[src/rtl/rgb_pwm_fader.sv]
// rgb_pwm_fader: three-channel active-low PWM LED driver that ramps each duty toward a written target.
// Define RGB_PWM_GAMMA_EN to apply a square-law gamma between the current duty and the PWM compare.
module rgb_pwm_fader #(
  parameter int PWM_BITS     = 8,
  parameter int STEP_PERIODS = 4,
  parameter int SP_W         = 8
) (
  input  logic                clk,
  input  logic                rst_n,
  input  logic                wr_en,
  input  logic [1:0]          wr_sel,
  input  logic [PWM_BITS-1:0] wr_data,
  input  logic                fade_en,
  output logic                LED_R,
  output logic                LED_G,
  output logic                LED_B,
  output logic                busy,
  output logic                period_tick
);

  // Counter runs 0..MAX-1 with MAX = 2^N-1, so the last count is 2^N-2.
  localparam logic [PWM_BITS-1:0] CNT_LAST  = {{(PWM_BITS-1){1'b1}}, 1'b0};
  localparam logic [SP_W-1:0]     STEP_LAST = SP_W'(STEP_PERIODS - 1);

  logic [PWM_BITS-1:0] r_pwm_cnt;
  logic [SP_W-1:0]     r_step_cnt;
  logic [PWM_BITS-1:0] r_target [3];
  logic [PWM_BITS-1:0] r_cur    [3];
  logic [2:0]          r_led;
  logic                r_busy;
  logic                r_period_tick;

  logic                w_wrap;
  logic                w_step;
  logic [SP_W-1:0]     w_step_cnt_nxt;
  logic [PWM_BITS-1:0] w_target_nxt [3];
  logic [PWM_BITS-1:0] w_cur_nxt    [3];
  logic [PWM_BITS-1:0] w_eff        [3];
  logic                w_busy_nxt;

  assign w_wrap = (r_pwm_cnt == CNT_LAST);
  assign w_step = (r_step_cnt == STEP_LAST);

  always_comb begin
    w_step_cnt_nxt = r_step_cnt;
    if (w_wrap) begin
      if (!fade_en || w_step) begin
        w_step_cnt_nxt = '0;
      end else begin
        w_step_cnt_nxt = r_step_cnt + 1'b1;
      end
    end
  end

  // Duty moves only on the wrap edge; the wrap reads the pre-write target so a
  // write landing on the wrap is picked up one period later. busy tracks next state.
  always_comb begin
    w_busy_nxt = 1'b0;
    for (int c = 0; c < 3; c++) begin
      w_target_nxt[c] = r_target[c];
      if (wr_en && ((wr_sel == 2'(c)) || (wr_sel == 2'd3))) begin
        w_target_nxt[c] = wr_data;
      end
      w_cur_nxt[c] = r_cur[c];
      if (w_wrap) begin
        if (!fade_en) begin
          w_cur_nxt[c] = r_target[c];
        end else if (w_step) begin
          if (r_cur[c] < r_target[c]) begin
            w_cur_nxt[c] = r_cur[c] + 1'b1;
          end else if (r_cur[c] > r_target[c]) begin
            w_cur_nxt[c] = r_cur[c] - 1'b1;
          end
        end
      end
      w_busy_nxt = w_busy_nxt | (w_cur_nxt[c] != w_target_nxt[c]);
    end
  end

  for (genvar g = 0; g < 3; g++) begin : g_eff
`ifdef RGB_PWM_GAMMA_EN
    localparam logic [2*PWM_BITS-1:0] SQ_ROUND = (2*PWM_BITS)'((1 << PWM_BITS) - 1);
    logic [2*PWM_BITS-1:0] w_sq;
    // (d*d + MAX) >> N keeps 0, 1 and MAX fixed; the sum never exceeds 2N bits.
    assign w_sq     = (2*PWM_BITS)'(r_cur[g]) * (2*PWM_BITS)'(r_cur[g]) + SQ_ROUND;
    assign w_eff[g] = PWM_BITS'(w_sq >> PWM_BITS);
`else
    assign w_eff[g] = r_cur[g];
`endif
  end

  always_ff @(posedge clk or negedge rst_n) begin
    if (!rst_n) begin
      r_pwm_cnt     <= '0;
      r_step_cnt    <= '0;
      r_led         <= 3'b111;
      r_busy        <= 1'b0;
      r_period_tick <= 1'b0;
      for (int c = 0; c < 3; c++) begin
        r_target[c] <= '0;
        r_cur[c]    <= '0;
      end
    end else begin
      r_pwm_cnt     <= w_wrap ? '0 : r_pwm_cnt + 1'b1;
      r_step_cnt    <= w_step_cnt_nxt;
      r_busy        <= w_busy_nxt;
      r_period_tick <= w_wrap;
      for (int c = 0; c < 3; c++) begin
        r_target[c] <= w_target_nxt[c];
        r_cur[c]    <= w_cur_nxt[c];
        r_led[c]    <= ~(r_pwm_cnt < w_eff[c]);
      end
    end
  end

  assign LED_R       = r_led[0];
  assign LED_G       = r_led[1];
  assign LED_B       = r_led[2];
  assign busy        = r_busy;
  assign period_tick = r_period_tick;

endmodule
[config.mk]
export PLATFORM = sky130hd
export DESIGN_NAME = rgb_pwm_fader
export DESIGN_NICKNAME = d
export VERILOG_FILES = /design/src/rtl/rgb_pwm_fader.sv
export SDC_FILE = /design/constraint.sdc
export NUM_CORES = 1
export LEC_CHECK = 0
export BUFFER_PORTS_ARGS = -buffer_cell sky130_fd_sc_hd__buf_2
export CAP_MARGIN = 5
export CELL_PAD_IN_SITES_DETAIL_PLACEMENT = 0
export CELL_PAD_IN_SITES_GLOBAL_PLACEMENT = 1
export CORE_MARGIN = 3
export CORE_UTILIZATION = 49
export CTS_CLUSTER_DIAMETER = 30
export CTS_CLUSTER_SIZE = 16
export DETAILED_ROUTE_END_ITERATION = 8
export PLACE_DENSITY = 0.82
export SKIP_LAST_GASP = 1
export SYNTH_ARGS = -nofsm -noshare
export SYNTH_HDL_FRONTEND = slang
export SYNTH_SLANG_ARGS = --single-unit
[constraint.sdc]
create_clock -name clk -period 3.3 [get_ports clk]
set_input_delay 0.33 -clock clk [delete_from_list [all_inputs] [get_ports clk]]
set_output_delay 0.33 -clock clk [all_outputs]
set_load 0.01 [all_outputs]
# Word-level counts from Yosys, hierarchy flattened
# Cells that the tools add are included.
# word_totals
regBits,69
input_bits,14
out_inout_bits,5
wordCells,70
# op_classes
add_sub_neg,8
order_cmp,9
eq_ne,8
mux,20
n_bitwise,5
n_reduce_logical,9
# ops
cell,n
8-bit two-way mux,20
8-bit < comparator,6
8-bit by 1-bit adder with 8-bit output (second input constant),5
8-bit greater-than comparator,3
8-bit != test,3
8-bit by 1-bit subtractor with 8-bit output (second input constant),3
8-bit by 2-bit == test with 1-bit output (second input constant),1
8-bit == test (second input constant),1
2-bit == test (second input constant),2
1-bit logical OR,4
1-bit logical AND,3
1-bit inverter,3
2-bit by 1-bit == test with 1-bit output (second input constant),1
2-bit zero test,1
1-bit OR,2
1-bit zero test,1

# Logic depth before layout (Yosys ltp)
# logic_depth
depth_word,9
ltp_mapped,14
depth_no_buf,13

# Least setup slack after synthesis
# Ideal clock, no wire load.
# synth_path
path_type,flip-flop to flip-flop
start,register r_cur[0] (netlist name)
end,register r_busy (netlist: busy)
setup_ns,0.140
arrival_ns,2.768
required_ns,3.160
path_slack_ns,0.392
stages_incl_launch_ff,14
n_path_buf,1
period_less_slack_ns,2.908
path_cell_list,dfrtp_1 > clkbuf_1 > inv_1 > ha_1 > nor2b_1 > o211ai_2 > a21oi_1 > nor2_1 > a31oi_1 > mux2i_1 > o32ai_1 > or3_1 > nor4_1 > nand4_1
# synth_via
elab_chain_len,8
word_cells_on_any_way,11
cone_classes,add/sub (2); order compare (2); eq/ne (1); mux (5); bitwise (1)
# synth_lines
element,line,text
"start, declared",28,logic [PWM_BITS-1:0] r_cur [3];
"start signal, assigned by index",110,r_cur[c] <= w_cur_nxt[c];
8-bit by 1-bit subtractor with 8-bit output or 8-bit greater-than comparator (tied branches),"72, 71",
8-bit two-way mux,71,end else if (r_cur[c] > r_target[c]) begin
8-bit two-way mux,69,if (r_cur[c] < r_target[c]) begin
8-bit two-way mux,68,end else if (w_step) begin
8-bit two-way mux,66,if (!fade_en) begin
8-bit two-way mux *,65,if (w_wrap) begin
8-bit != test *,76,w_busy_nxt = w_busy_nxt | (w_cur_nxt[c] != w_target_nxt[c]);
1-bit OR *,76,
via w_busy_nxt,39,logic w_busy_nxt;
"end signal, assigned",106,r_busy <= w_busy_nxt;
"end, declared",30,logic r_busy;
# Mark *: on every way through the listed nets, which the timed path passes. The rest lies on a longest branch.
# A chain may end at the register's enable or synchronous reset.

# Final worst setup path
# layout_path
start,register r_target[6] (netlist name)
end,register r_busy (netlist: busy)
# layout_via
elab_chain_len,8
word_cells_on_any_way,10
cone_classes,order compare (2); eq/ne (1); mux (6); bitwise (1)
# layout_lines
element,line,text
"start, declared",27,logic [PWM_BITS-1:0] r_target [3];
"start signal, assigned by index",109,r_target[c] <= w_target_nxt[c];
8-bit greater-than comparator,71,
8-bit two-way mux,71,
8-bit two-way mux,69,
8-bit two-way mux,68,
8-bit two-way mux,66,
8-bit two-way mux,65,
8-bit != test *,76,
1-bit OR *,76,
via w_busy_nxt,39,
# Marked as above.

==> impl_metrics.ini <==
[place]
dpl-instance-area_um2 = 6860
pre_cts_slack_ns = 0.0944
place_inst = 967
io_buffers = 18
place_congestion = 0.978
hpwl_um = 16500

[detailed_routing]
viasPerCell = 6.37
drtIter0Drc = 572
num_vias = 6273
drtAntennaViolNets = 0
first_pass_iters = 5
drt_wl_total_um = 21400
wire_per_inst_um = 21.7
drcViolationCount = 0

[floorplanning]
die_h_um = 119
die_x_um = 119
dieArea_um2 = 14100
num_rows = 40
initial_core_util_pct = 51.0
ioPinCount = 19
core-area_um2 = 12200

[logic_synthesis]
netlist_instances = 753
synth_compound_area_share_pct = 23.2
synth_top_family_by_area = compound AO/OA/AOI/OAI gates
synth-simple-area-share_pct = 20.3
synthTopCellsByCount = 67 x inv_1, 67 x nand2_1, 66 x dfrtp_1
synth_ff_type = dfrtp_1
synthMuxAreaShare_pct = 6.82
yosysWarningCount = 0
synthXorXnorAreaFrac_pct = 3.24
ys_seq_area_share_pct = 27.8
syn_area_um2 = 6220
synth_cell_types = 81
synth_top_area_cell = dfrtp_1
synth_top_area_share_pct = 26.5
synth_fa_ha_area_share_pct = 11.5
synthTopCellsByArea = dfrtp_1 27%, ha_1 11%, inv_1 4.0%
synth_fp_nets = 824
synth_edf_count = 0
synth_async_sr_flop_share_pct = 100
avgSynthCellArea_um2 = 8.26
ys_ff_latch = 69

[pwr]
swShare_pct = 32.1
ir_drop_mv = 0.230
switchingPower_w = 0.000878
p_per_area_nw_per_um2 = 376
clockPowerShare_pct = 39.3
combPwrFrac_pct = 25.9
p_seq_share_pct = 34.8
p_int_w = 0.00186
p_leak_nw = 3.29

[worst_setup_path]
required_ns = 3.51
r2r_cells = 12
cp.depth = 12
cp_max_fo = 7
crit_family = simple AND/OR/NAND/NOR gates
cpPeakStageDelay_ns = 0.46
crit_top_cell = nand4_1
worstPathCellList = inv_1 -> ha_1 -> nand4_1 -> or2_4 -> nand4_1 -> a21oi_1 -> a31oi_2 -> mux2i_1 -> o32ai_1 -> or3_1 -> nor4_1 -> nand4_1
slowest_stage = dfrtp_1
critical_path.startpoint_type = flop
worstSetupPathType = reg2reg
cp.arrival_ns = 3.44
reg2reg_slack_ns = 0.07
endpoint_kind = flop
worst_r2r_startpoint = r_target[6]$_DFF_PN0_
reg2reg_to = busy$_DFF_PN0_
crit_buf_inv = 1

[grt]
globalRouteTotalUtil_pct = 30.2
grt_max_degree = 51
antenna_found_initial = 0
grt_pass1_vias = 6028
grt-ovfl-total = 0
grt_pass1_wl_um = 33300

[sta]
hold_viol = 0
period_needed_ns = 3.23
skew_ns = 0.00767
worst_pin_slew_ns = 0.788
worst_slack_ns = 0.0698
finalSetupTns_ns = 0
slew_violations = 0
rsz0062_at_grt = no
timing.slew.headroom_pct = 46.7
fmax_mhz = 310
setup_violations = 0
holdWs_ns = 0.0433
finalCritPeriodShare_pct = 97.9

[clocking]
cts_tree = done
htreeDepth = 3
clk_pin_slew_ns = 0.06
clockBufferDepth = 2
cts_root_buf = clkbuf_16
cts_made_buffers = 9
cts_hold_buf = 0
cts_sinks = 69
insertion_delay_ns = 0.35

[final_layout]
drive_gt1_share_pct = 18.5
final_area_um2 = 7280
fin_cells = 985
area_delta_synth_final_pct = 17.0
antenna_cells = 0
fin_nets = 883

[outcome]
outcome = finished clean

[flow_run]
drv_cap = 0

[min_path]
hold_path.class = in2async
## area by class of cell
class	count	area, µm²
clock buffers	10	239
clock inverters	6	86.3
fillers	1099	4930
inverters	70	268
multi-input cells	576	4120
flip-flops and latches	69	1730
well taps	168	210
repair buffers	86	626
## layer usage
| layer | wire (µm) | track usage, % | vias up |
|---|---|---|---|
| li1 | - | - | 2896 |
| met1 | 9410 | 42.4 | 3013 |
| met2 | 9420 | 45.7 | 309 |
| met3 | 1860 | 6.51 | 55 |
| met4 | 693 | 10.6 | 0 |
| met5 | 0 | 0 | - |
## sequential cells by signal, summed over array words and instances, names as in the netlist
signal and flops:
r_pwm_cnt 8, busy 1, period_tick 1, r_led 3
r_target 24, r_step_cnt 8, r_cur 24
## cells in the final DEF (no fill, tap or decap), types with 20 or more instances in the layout
master    n
o21ai_0  40
nor2_1   39
nand4_1  27
buf_4    66
dfrtp_1  66
ha_1     57
mux2i_1  23
nand2_1  67
a21oi_1  38
xnor2_1  20
nand3_1  28
inv_1    67
nor3_1   22
## power groups by stage
stage | logic [W] | registers (W) | clock network (W)
detailed placement | 0.000662 | 0.000963 | 0
floorplan | 0.000436 | 0.000953 | 0
finish | 0.000708 | 0.000952 | 0.00107
global placement | 0.000653 | 0.000961 | 0
CTS | 0.000668 | 0.000948 | 0.00109
global route | 0.000765 | 0.000957 | 0.00112
## metrics by stage
stage	total power (W)	util [%]
3_3_place_gp	0.00161	56.2
2_1_floorplan	0.00139	-
4_1_cts	0.00271	58.9
5_1_grt	0.00284	59.6
3_5_place_dp	0.00162	56.2
6_report	0.00273	59.6
## logic make-up (layout without fill, tap and decap cells)
logic type | count (synthesis) | in the layout
muxes | 39 | 39
xor gates and xnor gates | 23 | 23
adders and majority gates | 57 | 57
and+or+nand+nor | 245 | 245
buffers and inverters | 108 | 172
DFF | 69 | 69
AOI/OAI and AO/OA | 212 | 212
## how the worst max path moves through the flow
stage,start,to,slack (ns)
3_5_place_dp,r_target[6]$_DFF_PN0_,busy$_DFF_PN0_,0.09
2_1_floorplan,r_cur[0]$_DFF_PN0_,busy$_DFF_PN0_,0.39
6_report,r_target[6]$_DFF_PN0_,busy$_DFF_PN0_,0.07
4_1_cts,r_target[6]$_DFF_PN0_,busy$_DFF_PN0_,0.04
5_1_grt,r_step_cnt[0]$_DFFE_PN0P_,busy$_DFF_PN0_,0.03
3_3_place_gp,r_target[6]$_DFF_PN0_,busy$_DFF_PN0_,0.09
## timing repair
item	4_1_cts	5_1_grt
setup endpoints to repair	0	1
hold endpoints to repair	0	0
resized for setup	0	23
setup buffers	0	2
(Power assumes the default switching activity.)
